[src/rtl/core_pkg.sv]
// ---------------------------------------------------------------------------
// core_pkg
// Shared definitions for the multi-cycle RV32I core: major opcodes, funct7
// patterns, ALU operation codes ({alt, funct3}), the decode FSM state type,
// the immediate-format selector and a small legality helper for OP-IMM shifts.
// No ports; imported with "import core_pkg::*;".
// ---------------------------------------------------------------------------
package core_pkg;

  // Major opcodes (inst[6:0])
  localparam logic [6:0] OPC_LUI    = 7'b0110111;
  localparam logic [6:0] OPC_AUIPC  = 7'b0010111;
  localparam logic [6:0] OPC_JAL    = 7'b1101111;
  localparam logic [6:0] OPC_JALR   = 7'b1100111;
  localparam logic [6:0] OPC_BRANCH = 7'b1100011;
  localparam logic [6:0] OPC_LOAD   = 7'b0000011;
  localparam logic [6:0] OPC_STORE  = 7'b0100011;
  localparam logic [6:0] OPC_OP_IMM = 7'b0010011;
  localparam logic [6:0] OPC_OP     = 7'b0110011;

  // funct7 patterns accepted on register-register ops and shifts
  localparam logic [6:0] F7_BASE = 7'b0000000;
  localparam logic [6:0] F7_ALT  = 7'b0100000;

  // ALU operation codes, laid out as {alt, funct3}
  localparam logic [3:0] ALU_ADD  = 4'b0000;
  localparam logic [3:0] ALU_SLL  = 4'b0001;
  localparam logic [3:0] ALU_SLT  = 4'b0010;
  localparam logic [3:0] ALU_SLTU = 4'b0011;
  localparam logic [3:0] ALU_XOR  = 4'b0100;
  localparam logic [3:0] ALU_SRL  = 4'b0101;
  localparam logic [3:0] ALU_OR   = 4'b0110;
  localparam logic [3:0] ALU_AND  = 4'b0111;
  localparam logic [3:0] ALU_SUB  = 4'b1000;
  localparam logic [3:0] ALU_SRA  = 4'b1101;

  // Decode FSM states
  typedef enum logic [1:0] {
    ST_IDLE    = 2'd0,
    ST_READ    = 2'd1,
    ST_CAPTURE = 2'd2
  } state_t;

  // Immediate format chosen by the opcode; FMT_NONE marks an unknown opcode
  typedef enum logic [2:0] {
    FMT_NONE = 3'd0,
    FMT_R    = 3'd1,
    FMT_I    = 3'd2,
    FMT_S    = 3'd3,
    FMT_B    = 3'd4,
    FMT_U    = 3'd5,
    FMT_J    = 3'd6
  } imm_fmt_t;

  // OP-IMM legality: SLLI needs funct7 = 0, SRLI/SRAI allow 0 or 0100000.
  // Non-shift OP-IMM encodings carry immediate bits there, so anything goes.
  function automatic logic opimm_legal(input logic [2:0] f3, input logic [6:0] f7);
    logic ok;
    ok = 1'b1;
    if (f3 == 3'b001) begin
      ok = (f7 == F7_BASE);
    end else if (f3 == 3'b101) begin
      ok = (f7 == F7_BASE) || (f7 == F7_ALT);
    end
    return ok;
  endfunction

endpackage

[src/rtl/imm_gen.sv]
// ---------------------------------------------------------------------------
// imm_gen
// Purely combinational immediate generator. Picks the RV32I immediate format
// from the opcode and assembles the sign-extended immediate.
// Ports:
//   command  in  32    instruction word
//   imm      out XLEN  sign-extended immediate (0 for R format / unknown)
//   fmt      out       format selected for this opcode (FMT_NONE if unknown)
// ---------------------------------------------------------------------------
module imm_gen
  import core_pkg::*;
#(
  parameter int XLEN = 32
) (
  input  logic [31:0]     command,
  output logic [XLEN-1:0] imm,
  output imm_fmt_t        fmt
);

  logic [31:0] imm32;

  // Map the major opcode onto its immediate format
  always_comb begin
    fmt = FMT_NONE;
    case (command[6:0])
      OPC_LUI, OPC_AUIPC:            fmt = FMT_U;
      OPC_JAL:                       fmt = FMT_J;
      OPC_JALR, OPC_LOAD, OPC_OP_IMM: fmt = FMT_I;
      OPC_BRANCH:                    fmt = FMT_B;
      OPC_STORE:                     fmt = FMT_S;
      OPC_OP:                        fmt = FMT_R;
      default:                       fmt = FMT_NONE;
    endcase
  end

  // Assemble the 32-bit immediate; B and J have an implicit zero LSB
  always_comb begin
    imm32 = '0;
    case (fmt)
      FMT_I: imm32 = {{20{command[31]}}, command[31:20]};
      FMT_S: imm32 = {{20{command[31]}}, command[31:25], command[11:7]};
      FMT_B: imm32 = {{19{command[31]}}, command[31], command[7],
                      command[30:25], command[11:8], 1'b0};
      FMT_U: imm32 = {command[31:12], 12'b0};
      FMT_J: imm32 = {{11{command[31]}}, command[31], command[19:12],
                      command[20], command[30:21], 1'b0};
      default: imm32 = '0;
    endcase
  end

  // Widen to XLEN by replicating the sign bit
  assign imm = {{(XLEN-31){imm32[31]}}, imm32[30:0]};

endmodule

[src/rtl/decode.sv]
// ---------------------------------------------------------------------------
// decode
// Instruction decode stage of the multi-cycle RV32I core. On an accepted
// enable it latches the instruction's decoded fields and PC, strobes the
// register file, waits one cycle for the read data, captures the operands and
// pulses done. All outputs are registered and hold until the next accepted
// enable.
// Ports:
//   clk, rst              clock; synchronous active-high reset
//   enable                start pulse (ignored while busy)
//   command, pc           instruction word and its PC from fetch
//   done, busy            completion pulse / transaction in progress
//   rs_re, rs1_addr,
//   rs2_addr              register-file read strobe and indices
//   rs1_data, rs2_data    register-file data, valid the cycle after rs_re
//   pc_out, rd_addr, imm,
//   src1, src2, funct3,
//   alu_op, reg_we        decoded bundle
//   is_*                  one-hot instruction-class flags
//   illegal               unsupported encoding (all class flags then 0)
// ---------------------------------------------------------------------------
module decode
  import core_pkg::*;
#(
  parameter int XLEN       = 32,
  parameter int REG_ADDR_W = 5
) (
  input  logic                  clk,
  input  logic                  rst,
  input  logic                  enable,
  input  logic [31:0]           command,
  input  logic [XLEN-1:0]       pc,
  output logic                  done,
  output logic                  busy,
  output logic                  rs_re,
  output logic [REG_ADDR_W-1:0] rs1_addr,
  output logic [REG_ADDR_W-1:0] rs2_addr,
  input  logic [XLEN-1:0]       rs1_data,
  input  logic [XLEN-1:0]       rs2_data,
  output logic [XLEN-1:0]       pc_out,
  output logic [REG_ADDR_W-1:0] rd_addr,
  output logic [XLEN-1:0]       imm,
  output logic [XLEN-1:0]       src1,
  output logic [XLEN-1:0]       src2,
  output logic [2:0]            funct3,
  output logic [3:0]            alu_op,
  output logic                  reg_we,
  output logic                  is_lui,
  output logic                  is_auipc,
  output logic                  is_jal,
  output logic                  is_jalr,
  output logic                  is_branch,
  output logic                  is_load,
  output logic                  is_store,
  output logic                  is_alu_imm,
  output logic                  is_alu_reg,
  output logic                  illegal
);

  state_t state;

  // Raw instruction fields of the incoming word
  logic [6:0] opcode;
  logic [2:0] f3;
  logic [6:0] f7;
  logic [4:0] rd;

  assign opcode = command[6:0];
  assign f3     = command[14:12];
  assign f7     = command[31:25];
  assign rd     = command[11:7];

  // Decoded values of the incoming word, registered only on acceptance
  logic [XLEN-1:0] imm_next;
  imm_fmt_t        fmt;
  logic            n_lui, n_auipc, n_jal, n_jalr, n_branch;
  logic            n_load, n_store, n_alu_imm, n_alu_reg;
  logic            n_illegal;
  logic [3:0]      n_alu_op;
  logic            n_reg_we;

  imm_gen #(
    .XLEN(XLEN)
  ) u_imm_gen (
    .command(command),
    .imm    (imm_next),
    .fmt    (fmt)
  );

  // Classify the incoming word. A class flag is raised only when the
  // encoding is legal, so illegal instructions end up with all flags low.
  // Unknown opcodes are recognised through the immediate generator's
  // FMT_NONE so the opcode list lives in exactly one place.
  always_comb begin
    n_lui     = 1'b0;
    n_auipc   = 1'b0;
    n_jal     = 1'b0;
    n_jalr    = 1'b0;
    n_branch  = 1'b0;
    n_load    = 1'b0;
    n_store   = 1'b0;
    n_alu_imm = 1'b0;
    n_alu_reg = 1'b0;
    n_illegal = 1'b0;
    n_alu_op  = ALU_ADD;
    case (opcode)
      OPC_LUI:   n_lui   = 1'b1;
      OPC_AUIPC: n_auipc = 1'b1;
      OPC_JAL:   n_jal   = 1'b1;
      OPC_JALR: begin
        if (f3 == 3'b000) n_jalr = 1'b1;
        else              n_illegal = 1'b1;
      end
      OPC_BRANCH: begin
        if (f3 == 3'b010 || f3 == 3'b011) n_illegal = 1'b1;
        else                              n_branch  = 1'b1;
      end
      OPC_LOAD: begin
        if (f3 == 3'b011 || f3 == 3'b110 || f3 == 3'b111) n_illegal = 1'b1;
        else                                              n_load    = 1'b1;
      end
      OPC_STORE: begin
        if (f3 > 3'b010) n_illegal = 1'b1;
        else             n_store   = 1'b1;
      end
      OPC_OP_IMM: begin
        // Only SRAI uses the alternate bit; other OP-IMM ops carry imm bits there
        n_alu_op = {command[30] & (f3 == 3'b101), f3};
        if (opimm_legal(f3, f7)) n_alu_imm = 1'b1;
        else                     n_illegal = 1'b1;
      end
      OPC_OP: begin
        n_alu_op = {command[30], f3};
        if (f7 == F7_BASE || (f7 == F7_ALT && (f3 == 3'b000 || f3 == 3'b101)))
          n_alu_reg = 1'b1;
        else
          n_illegal = 1'b1;
      end
      default: ;
    endcase
    if (fmt == FMT_NONE) n_illegal = 1'b1;
  end

  // Writes to x0 are suppressed here so later stages never need to check rd
  assign n_reg_we = (n_lui | n_auipc | n_jal | n_jalr | n_load | n_alu_imm | n_alu_reg)
                    & (rd != 5'd0);

  // Decode FSM: IDLE latches the bundle and strobes the register file,
  // READ covers the register-file latency, CAPTURE takes the operands and
  // pulses done. Reset aborts any transaction without producing done.
  always_ff @(posedge clk) begin
    if (rst) begin
      state      <= ST_IDLE;
      done       <= 1'b0;
      busy       <= 1'b0;
      rs_re      <= 1'b0;
      rs1_addr   <= '0;
      rs2_addr   <= '0;
      pc_out     <= '0;
      rd_addr    <= '0;
      imm        <= '0;
      src1       <= '0;
      src2       <= '0;
      funct3     <= '0;
      alu_op     <= '0;
      reg_we     <= 1'b0;
      is_lui     <= 1'b0;
      is_auipc   <= 1'b0;
      is_jal     <= 1'b0;
      is_jalr    <= 1'b0;
      is_branch  <= 1'b0;
      is_load    <= 1'b0;
      is_store   <= 1'b0;
      is_alu_imm <= 1'b0;
      is_alu_reg <= 1'b0;
      illegal    <= 1'b0;
    end else begin
      done <= 1'b0;
      case (state)
        ST_IDLE: begin
          if (enable) begin
            pc_out     <= pc;
            rd_addr    <= rd;
            rs1_addr   <= command[19:15];
            rs2_addr   <= command[24:20];
            imm        <= imm_next;
            funct3     <= f3;
            alu_op     <= n_alu_op;
            reg_we     <= n_reg_we;
            is_lui     <= n_lui;
            is_auipc   <= n_auipc;
            is_jal     <= n_jal;
            is_jalr    <= n_jalr;
            is_branch  <= n_branch;
            is_load    <= n_load;
            is_store   <= n_store;
            is_alu_imm <= n_alu_imm;
            is_alu_reg <= n_alu_reg;
            illegal    <= n_illegal;
            rs_re      <= 1'b1;
            busy       <= 1'b1;
            state      <= ST_READ;
          end
        end
        ST_READ: begin
          rs_re <= 1'b0;
          state <= ST_CAPTURE;
        end
        ST_CAPTURE: begin
          // x0 reads as zero regardless of what the register file returns
          src1  <= (rs1_addr == '0) ? '0 : rs1_data;
          src2  <= (rs2_addr == '0) ? '0 : rs2_data;
          done  <= 1'b1;
          busy  <= 1'b0;
          state <= ST_IDLE;
        end
        default: state <= ST_IDLE;
      endcase
    end
  end

endmodule

[config.mk]
export PLATFORM = sky130hd
export DESIGN_NAME = decode
export DESIGN_NICKNAME = d
export VERILOG_FILES = /design/src/rtl/core_pkg.sv /design/src/rtl/imm_gen.sv /design/src/rtl/decode.sv
export SDC_FILE = /design/constraint.sdc
export NUM_CORES = 1
export LEC_CHECK = 0
export ABC_AREA = 1
export BUFFER_PORTS_ARGS = -buffer_cell sky130_fd_sc_hd__buf_4
export CORE_MARGIN = 10
export CORE_UTILIZATION = 36
export DETAILED_ROUTE_END_ITERATION = 12
export GPL_ROUTABILITY_DRIVEN = 1
export SKIP_LAST_GASP = 1
export SLEW_MARGIN = 15
export SYNTH_ARGS = -nofsm -noshare
export SYNTH_HDL_FRONTEND = slang
export SYNTH_HIERARCHICAL = 1
export SYNTH_SLANG_ARGS = --single-unit
export TNS_END_PERCENT = 5
[constraint.sdc]
create_clock -name clk -period 1.5 [get_ports clk]
set_input_delay 0.3 -clock clk [delete_from_list [all_inputs] [get_ports clk]]
set_output_delay 0.3 -clock clk [all_outputs]
set_load 0.1 [all_outputs]
### After elaboration in Yosys (flattened, before gate mapping)

Index checks and enable logic that the tools add are counted.

* $lt $le $gt $ge: 1
* equal/unequal tests: 24
* mux-type cells: 37
* bitwise gates (word level): 8
* reductions and logical operators: 21

Operator list (number)
* $pmux W32 S5: 1
* $mux W32: 2
* $eq A7 B6 Y1 const B: 4
* $mux W1: 27
* $eq A7 B7 Y1 const B: 3
* $eq A3 B3 Y1 const B: 6
* $pmux W3 S6: 1
* $eq A7 B5 Y1 const B: 2
* $eq A3 B2 Y1 const B: 4
* $logic_not A5 Y1: 2
* $pmux W4 S2: 1
* $eq A7 B2 Y1 const B: 1
* $logic_not A7 Y1: 1
* $logic_not A3 Y1: 2
* $logic_or A1 B1 Y1: 6
* $or A1 B1 Y1: 6
* $pmux W1 S6: 1
* $reduce_and A2 Y1: 3
* $reduce_bool A5 Y1: 1
* $pmux W1 S2: 2
* $pmux W2 S2: 1
* $reduce_bool A2 Y1: 2
* $eq A3 B1 Y1 const B: 1
* $gt A3 B2 Y1 const B: 1
* 9 further kinds: 10

* bits in registers: 166
* input bits: 131
* output and inout bits: 164
* word-level logic and storage cells: 115

### Logic depth before layout (Yosys ltp)

Gate-level depths: netlist of run 1.

* depth in word-level cells: 10
* gate-level depth with buffers: 11
* depth with buffers taken out: 11

### Modules after synthesis

The synthesis of run 1 kept the hierarchy.

By module, submodules not included
* decode: times used 1, cells an instance 793, area each 6149.6 um2, seq. area each 3323.2 um2
* imm_gen: times used 1, cells an instance 221, area each 975.9 um2, seq. area each 0.0 um2

### Worst setup path before layout of run 1

Ideal clock, no wire load.

* path kind: reg2reg
* start point: register rs2_addr[0]
* end point: register src2[1]
* library setup time: 0.125 ns
* data arrival time: 1.610 ns
* required time: 1.375 ns
* setup slack: -0.235 ns
* cell stages (with the launch flop): 5
* path buffers: 1
* period minus slack after synthesis: 1.735 ns
* cells stage by stage: dfxtp_1 -> or2_0 -> o41ai_4 -> buf_6 -> o21ai_0

* longest elaborated chain between the ends: 2

RTL lines
* start, declared: line decode.sv:37 `output logic [REG_ADDR_W-1:0] rs2_addr,`
* start signal, assigned: line decode.sv:185 `rs2_addr <= command[24:20];`
* $logic_not A5 Y1: line decode.sv:212 `src2 <= (rs2_addr == '0) ? '0 : rs2_data;`
* $mux W32: line decode.sv:212
* end signal, assigned: line decode.sv:212
* end, declared: line decode.sv:44 `output logic [XLEN-1:0] src2,`

No other way between the ends.
A chain may end at the register's enable or synchronous reset.

### Worst setup path in the final report of run 1

* start point: register imm[31]
* end point: output imm[31]

RTL lines
* start, declared: line decode.sv:42 `output logic [XLEN-1:0] imm,`
* start signal, assigned: line decode.sv:186 `imm <= imm_next;`

No word-level cell between the ends.

==> flow_summary_export.csv, run 1 <==
group,metric,value,unit
run_status,status,"finished, final reports clean",
place,dp_hpwl,19.5,mm
clock_tree,ctsHoldBuffers,0,
synthesis,async_flop_share,0,%
sta,hold_viol_final,0,
sta,period_needed,1440,ps
layout,layout-drive-gt1-share,29.9,%
pwr,irDropWorstVdd,0.000751,V
critical_path,slowest_delay,390,ps
route,drt_wl_total,26.2,mm
global_route,antenna_found_initial,1,
synthesis,postSynthAreaPerCell,7.03,um^2
route,vias,7462,
pwr,seqPwrFrac,37.2,%
synthesis,yosysWarnings,6,
route,vias_per_cell,4.73,
critical_path,critPathKind,"reg -> out",
synthesis,ys_ff_latch,166,
synthesis,syn_inst,1014,
pwr,combPwrFrac,25.7,%
synthesis,synth_nets,1145,
layout,utilization,53.6,%
synthesis,yosysUniqueCellTypes,23,
clock_tree,clock_sinks,166,
clock_tree,htreeDepth,4,
global_route,grt_max_degree,75,
synthesis,synth.most_common_cell,"nor2_1",
clock_tree,cts_tree,"done",
synthesis,synth_edf_count,0,
critical_path,cp.arrival,1140,ps
route,ant_nets,0,
floorplan,die_height,161,um
clock_tree,cts_buffers,17,
route,wl_per_cell,16.6,um
clock_tree,cts_setup_buffers,0,
run,cap_violations,0,
clock_tree,cts-root-buf,"clkbuf_16",
layout,stdcell_count,1579,
place,gp_congestion,0.877,
clock_tree,post_cts_resized,0,
floorplan,core,0.0195,mm^2
clock_tree,clk_pin_slew_worst_paths,60,ps
pwr,p_leak,5.28,nW
sta,slew_headroom,71.2,%
global_route,gr-total-overflow,0,
sta,worst_pin_slew,433,ps
synthesis,ys.flop_type,"dfxtp_1",
place,numPortBuffers,294,
floorplan,initial_core_util,36.6,%
critical_path,cp_top_family,"flip-flops",
pwr,p_sw_share,35.6,%
min_path,min_path_type,"in -> reg",
sta,finalCritPeriodShare,96.2,%
floorplan,num_rows,51,
critical_path,critPathBufInv,1,
pwr,p_clk_share,37.0,%
global_route,track_usage,19.2,%
route,drc,0,
floorplan,dieArea,0.0258,mm^2
floorplan,die_w,161,um
synthesis,yosysTopAreaCell,"dfxtp_1",
critical_path,crit_chain,"buf_4",
global_route,grt_pass1_vias,6814,
critical_path,worstPathRequired,1200,ps
layout,finalNetCount,1431,
critical_path,cp_slowest_cell,"dfxtp_1",
synthesis,synth_area,0.00713,mm^2
clock_tree,cts.path.max_buffers,2,
sta,finalSetupViolCount,0,
pwr,p_sw,4.59,mW
pwr,p_int,8.30,mW
synthesis,ys_top_cells_by_count,"219 x nor2_1, 166 x dfxtp_1, 145 x o21ai_0",
layout,syn_to_final_growth,46.3,%
route,drt_iter0_markers,643,
global_route,grt_first_pass_wirelength,39.9,mm
sta,rsz0062_at_grt,"no",
clock_tree,clock_latency,420,ps
synthesis,synth_top_area_share,46.6,%
synthesis,ys_seq_area_share,46.6,%
place,place_inst,1546,
synthesis,synth.area.top_cells,"dfxtp_1 47%, nor2_1 12%, o21ai_0 10%",
floorplan,boundaryPins,295,
sta,finalClockSkew,13.6,ps
sta,fmax,693,MHz
critical_path,critPathCaptureType,"output pin",
sta,final_max_slew_viol_count,0,
route,drt-pass1-iter-count,5,
critical_path,worstPathMaxFanout,2,
critical_path,critPathLaunchType,"register",
pwr,pwr_density_cell,1240,mW/mm^2
-- final timing paths --
path / endpoint / slack [ps] / startpoint / depth (start not counted)
max: imm[31] / 60 / imm[31] / 1
min: busy / 110 / rst / 2
max reg2reg: imm[2] / 130 / state[0] / 6
min reg2reg: funct3[0] / 470 / funct3[0] / 2
-- cells in the final DEF, fill, tap and decap left out, types with 9 or more instances in the layout --
cell type	count
inv_1	101
dfxtp_1	156
buf_12	13
dfxtp_2	9
nand3_1	131
nor2_1	219
clkbuf_16	17
o21ai_1	9
nand2_1	128
a21oi_1	17
o21ai_0	145
buf_4	319
-- cell type report --
cell class / count / area, um^2
inverter: 105 / 398
antenna: 1 / 2.50
fill: 1954 / 9030
clock buffer: 18 / 429
sequential: 166 / 3340
multi-input combinational: 678 / 3060
timing repair buffer: 332 / 2660
tap: 265 / 332
clock inverter: 14 / 211
-- layer usage --
metal	track usage, %	routed length [um]	up-vias
met2	32.5	13100	227
li1	-	-	3815
met3	5.44	1730	22
met5	0	0	-
met1	23.1	10900	3398
met4	5.96	423	0
-- through the flow --
stage	power [mW]	hold slack, ps	TNS (ps)	worst slack [ps]	cell area [um^2]
global route	13.4	99.2	0	18.1	10400
CTS	13.0	93.5	0	29.4	10400
detailed placement	8.23	452	-329	-45.5	9780
global placement	8.21	453	-105	-26.4	9780
floorplan	7.21	369	0	2.65	7140
finish	12.9	109	0	57.1	10400
-- kinds of logic (layout without fill, tap and decap cells) --
| logic type | Yosys count | in the layout | share of synthesized area, % |
|---|---|---|---|
| simple gates | 504 | 504 | 29.9 |
| compound gates | 174 | 174 | 12.9 |
| other cells | 0 | 1 | 0 |
| flops | 166 | 166 | 46.6 |
| buf+inv | 170 | 469 | 10.6 |
-- power by group through the flow --
| stage | clock (mW) | combinational [mW] | sequential [mW] |
|---|---|---|---|
| after detailed placement | 0 | 3.32 | 4.90 |
| after floorplan | 0 | 0.607 | 6.60 |
| after global routing | 5.10 | 3.49 | 4.83 |
| final | 4.77 | 3.31 | 4.80 |
| after CTS | 4.90 | 3.33 | 4.80 |
| after global placement | 0 | 3.32 | 4.89 |
Power figures use the tool's default switching activity.
==> run 2: changes to the inputs <==
- CTS_BUF_LIST: not set -> sky130_fd_sc_hd__clkbuf_8
- CTS_CLUSTER_SIZE: not set -> 10
- SLEW_MARGIN: 15 -> 20
==> run 2 against run 1 <==
Register-to-register slack about the same. Largest power group unchanged. Critical path type unchanged. Sequential share of layout area increased by 0.59 points. Utilization decreased by 0.96 points. Clock skew increased by 1.6 ps. Sequential power about the same. Critical endpoint unchanged. Total power decreased by 8.5%. Combinational power about the same. Non-clock buffer count unchanged. Worst setup slack got worse by 47 ps. Via count decreased by 1.1%.
==> flow_summary_export.csv, run 2 (synthesis gave the netlist of run 1 again) <==
group,metric,value,unit
pwr,pwr_density_cell,1150,mW/mm^2
pwr,seqPwrFrac,40.7,%
critical_path,crit_chain,"buf_4",
global_route,gr-total-overflow,0,
critical_path,cp_slowest_cell,"dfxtp_1",
layout,syn_to_final_growth,43.7,%
pwr,combPwrFrac,28.1,%
route,drt_wl_total,26.1,mm
clock_tree,cts-root-buf,"clkbuf_8",
global_route,grt_first_pass_wirelength,39.6,mm
clock_tree,cts_buffers,17,
clock_tree,clock_latency,470,ps
global_route,grt_pass1_vias,6768,
sta,worst_pin_slew,426,ps
sta,rsz0062_at_grt,"yes",
layout,finalNetCount,1431,
sta,fmax,671,MHz
clock_tree,cts_tree,"done",
route,drt-pass1-iter-count,7,
floorplan,die_w,161,um
sta,slew_headroom,71.6,%
sta,finalSetupViolCount,0,
sta,finalClockSkew,15.2,ps
layout,mostFrequentLayoutCells,"318 x buf_4, 219 x nor2_1, 156 x dfxtp_1",
layout,layout-drive-gt1-share,29.9,%
critical_path,critPathKind,"reg -> out",
clock_tree,clock_sinks,166,
floorplan,initial_core_util,36.6,%
critical_path,critPathLaunchType,"register",
place,place_inst,1546,
run_status,status,"finished, final reports clean",
critical_path,critPathCaptureType,"output pin",
pwr,p_leak,5.20,nW
pwr,p_int,7.31,mW
global_route,antenna_found_initial,1,
route,drt_iter0_markers,631,
sta,setup_tns,0,ps
floorplan,die_height,161,um
sta,period_needed,1490,ps
layout,stdcell_count,1579,
critical_path,slowest_delay,400,ps
critical_path,critPathBufInv,1,
pwr,p_sw_share,38.0,%
floorplan,num_rows,51,
critical_path,worstPathMaxFanout,2,
floorplan,dieArea,0.0258,mm^2
min_path,min_path_type,"in -> reg",
route,ant_nets,0,
route,vias,7380,
route,wl_per_cell,16.5,um
layout,layout_commonest_cell,"buf_4",
critical_path,worstPathRequired,1200,ps
layout,utilization,52.6,%
route,vias_per_cell,4.67,
critical_path,cp_top_family,"flip-flops",
global_route,track_usage,19.2,%
floorplan,boundaryPins,295,
sta,hold_viol_final,0,
critical_path,cp.arrival,1190,ps
run,cap_violations,0,
floorplan,core,0.0195,mm^2
clock_tree,cts.path.max_buffers,2,
pwr,p_sw,4.48,mW
place,gp_congestion,0.877,
clock_tree,htreeDepth,4,
sta,hold_slack,60.7,ps
clock_tree,clk_pin_slew_worst_paths,90,ps
sta,finalCritPeriodShare,99.3,%
pwr,irDropWorstVdd,0.000534,V
global_route,grt_max_degree,75,
place,numPortBuffers,294,
place,dp_hpwl,19.5,mm
pwr,p_clk_share,31.3,%
sta,final_max_slew_viol_count,0,
route,drc,0,
[run 2: power by group through the flow]
| stage | clock network (mW) | logic, mW | registers (mW) |
|---|---|---|---|
| floorplan | 0 | 0.607 | 6.60 |
| global placement | 0 | 3.32 | 4.89 |
| detailed placement | 0 | 3.32 | 4.90 |
| CTS | 3.79 | 3.33 | 4.80 |
| global route | 3.97 | 3.49 | 4.83 |
| finish | 3.69 | 3.31 | 4.80 |
[run 2: per-stage QoR]
step	power, mW	setup slack, ps	cell area, um^2
after global routing	12.3	-35.8	10200
after floorplan	7.21	2.65	7140
after global placement	8.21	-26.4	9780
after CTS	11.9	-22.7	10200
after detailed placement	8.23	-45.5	9780
final	11.8	10.3	10200
[run 2: path summary, 6_finish.rpt]
path	from	end	slack (ps)	cells past startpoint
setup / recovery	imm[31]	imm[31]	10	1
hold / removal	rst	busy	60	2
setup reg to reg	state[0]	imm[2]	120	6
hold reg to reg	rs_re	rs_re	470	2
[run 2: what timing repair did]
action	in CTS	in global routing
hold buffers	0	0
endpoints found under the setup margin	5	21
endpoints found under the hold margin	0	0
buffers inserted	0	0
pin swaps	0	0
gates resized for setup	1	1
[run 2: cell type report]
cell class                 count  area, um^2
fill                        1968        9220
tap                          265         332
inverter                     105         398
clock buffer                  17         234
multi-input combinational    678        3060
timing repair buffer         332        2660
sequential                   166        3340
clock inverter                15         215
antenna                        1        2.50
[run 2: per-layer routing]
layer / global-route usage (%) / share of wire [%] / vias up
met5: 0 / 0 / -
met2: 32.4 / 50 / 205
met3: 5.57 / 6.6 / 24
li1: - / - / 3805
met4: 5.91 / 1.7 / 0
met1: 23.0 / 42 / 3346
==> run 3: changes to the inputs <==
- ABC_CLOCK_PERIOD_IN_PS: not set -> 1240
- CORE_MARGIN: 10 -> 2
- PLACE_DENSITY: not set -> 0.65
- clock period: 1.5 -> 1.24 ns (I/O delays scaled with it)
==> run 3 against run 2 <==
The run now ends with setup timing left. Worst setup slack got worse by 110 ps. Sequential power rose by 22%. Critical path depth did not move. Global-route usage rose by 2.3 points. Cell count rose by 3.2%. Flip-flop and latch count did not move. Die area fell by 19%. Clock power fell by 2%. Utilization rose by 5.9 points. Largest power group unchanged. Highest routed layer unchanged.
==> flow_summary_export.csv, run 3 (synthesis gave the netlist of run 1 again) <==
group,metric,value,unit
layout,syn_to_final_growth,59.7,%
pwr,pwr_density_cell,1220,mW/mm^2
floorplan,initial_core_util,36.6,%
floorplan,die_w,145,um
layout,diodes,0,
place,gp_congestion,0.923,
sta,rsz0062_at_grt,"yes",
layout,n_fill_cell,1808,
floorplan,core,0.0195,mm^2
clock_tree,clock_latency,460,ps
sta,final_max_slew_viol_count,0,
pwr,irDropWorstVdd,0.000599,V
layout,mostFrequentLayoutCells,"219 x nor2_1, 197 x buf_4, 153 x dfxtp_1",
critical_path,worstPathRequired,990,ps
sta,period_needed,1340,ps
pwr,p_leak,5.60,nW
critical_path,worstPathMaxFanout,2,
floorplan,die_height,145,um
clock_tree,cts_tree,"done",
floorplan,dieArea,0.0209,mm^2
critical_path,reg2reg_from,"state[0]",
clock_tree,cts.path.max_buffers,2,
place,place_ws,-308,ps
pwr,fin_total_pwr,13.9,mW
route,vias_per_cell,4.72,
critical_path,r2r_setup_slack,-100,ps
route,vias,7691,
sta,hold_viol_final,0,
critical_path,cp_slowest_cell,"dfxtp_1",
route,drt_iter0_markers,365,
layout,finalNetCount,1482,
run,cap_violations,0,
run_status,failed_checks,"setup timing",
sta,worst_slack,-101,ps
layout,multi_input_area,0.00306,mm^2
clock_tree,cts-root-buf,"clkbuf_8",
clock_tree,cts_buffers,17,
global_route,grt_max_degree,53,
critical_path,r2r-end,"src2[15]",
floorplan,boundaryPins,295,
place,dp_hpwl,17.2,mm
sta,finalCritPeriodShare,108,%
critical_path,ff2ff_path_depth,7,
layout,layout-drive-gt1-share,32.5,%
min_path,worstHoldEndpoint,"src1[9]",
global_route,grt_first_pass_wirelength,35.1,mm
global_route,grt_pass1_vias,7005,
critical_path,critPathBufInv,1,
route,drt-pass1-iter-count,5,
critical_path,critPathLaunchType,"register",
critical_path,cp_top_family,"flip-flops",
global_route,track_usage,21.4,%
layout,register_area,0.00337,mm^2
global_route,antenna_found_initial,0,
route,wl_per_cell,14.3,um
layout,layout_commonest_cell,"nor2_1",
critical_path,cp.arrival,1090,ps
critical_path,critPathKind,"reg -> out",
critical_path,slowest_delay,390,ps
min_path,hold_depth,3,
sta,worst_pin_slew,328,ps
place,numPortBuffers,294,
sta,finalSetupViolCount,237,
critical_path,critPathCaptureType,"output pin",
sta,fmax,745,MHz
sta,slew_headroom,77.9,%
sta,setup_tns,-14100,ps
clock_tree,clock_sinks,166,
run_status,status,"complete, but fails checks",
clock_tree,clk_pin_slew_worst_paths,100,ps
clock_tree,htreeDepth,4,
critical_path,crit_chain,"buf_6",
global_route,gr-total-overflow,0,
route,ant_nets,0,
min_path,min_path_type,"in -> reg",
route,drc,0,
min_path,min_from,"rs1_data[9]",
sta,hold_slack,22.1,ps
sta,finalClockSkew,12.6,ps
floorplan,num_rows,51,
route,drt_wl_total,23.4,mm
==> run 3: how the worst max path moves through the flow <==
stage	startpoint	endpoint	slack, ps	cells past startpoint
4_1_cts	rd_addr[2]	rd_addr[2]	-120	1
3_5_place_dp	command[4]	imm[30]	-310	11
6_report	pc_out[29]	pc_out[29]	-100	1
3_3_place_gp	command[4]	imm[31]	-290	11
5_1_grt	state[0]	src2[27]	-190	7
2_1_floorplan	rs1_addr[0]	src1[0]	-180	4
==> run 3: worst register-to-register path: stages (launching register included) <==
cell and delay (ps):
dfxtp_1 320, inv_1 70, buf_4 110, nand2_2 60, nor2_4 230, o41ai_4 140
buf_12 180, o21ai_0 170
==> run 3: power by group <==
part           switching (mW)  internal (mW)
sequential              0.226           5.62
clock                    2.19           1.42
combinational            3.05           1.36
==> run 3: area by class of cell <==
type | count | share of cell area (%)
Inverter | 105 | 3.49
Multi-Input combinational cell | 678 | 26.9
Clock inverter | 15 | 1.06
Tap cell | 265 | 2.91
Sequential cell | 166 | 29.6
Clock buffer | 17 | 2.06
Timing Repair Buffer | 383 | 34.0
==> run 3: layer usage <==
metal / routed length [um] / track usage, % / vias to the layer above
met5: 0 / 0 / -
met4: 408 / 7.15 / 0
met3: 1610 / 5.56 / 23
met2: 11900 / 38.0 / 241
met1: 9480 / 25.2 / 3509
li1: - / - / 3918
==> run 3: per-stage QoR <==
| stage | std cells | utilization (%) | instance area (um^2) |
|---|---|---|---|
| global placement | 1590 | 52.4 | 10200 |
| floorplan | 1014 | - | 7150 |
| CTS | 1628 | 58.4 | 11400 |
| global route | 1629 | 58.5 | 11400 |
| finish | 1629 | 58.5 | 11400 |
| detailed placement | 1590 | 52.4 | 10200 |
==> run 3: repair_timing <==
item	4_1_cts	5_1_grt
buffers inserted	2	0
setup endpoints to repair	247	323
gates resized for setup	201	21
endpoints found under the hold margin	4	1
pin swaps	0	1
hold buffers	4	1
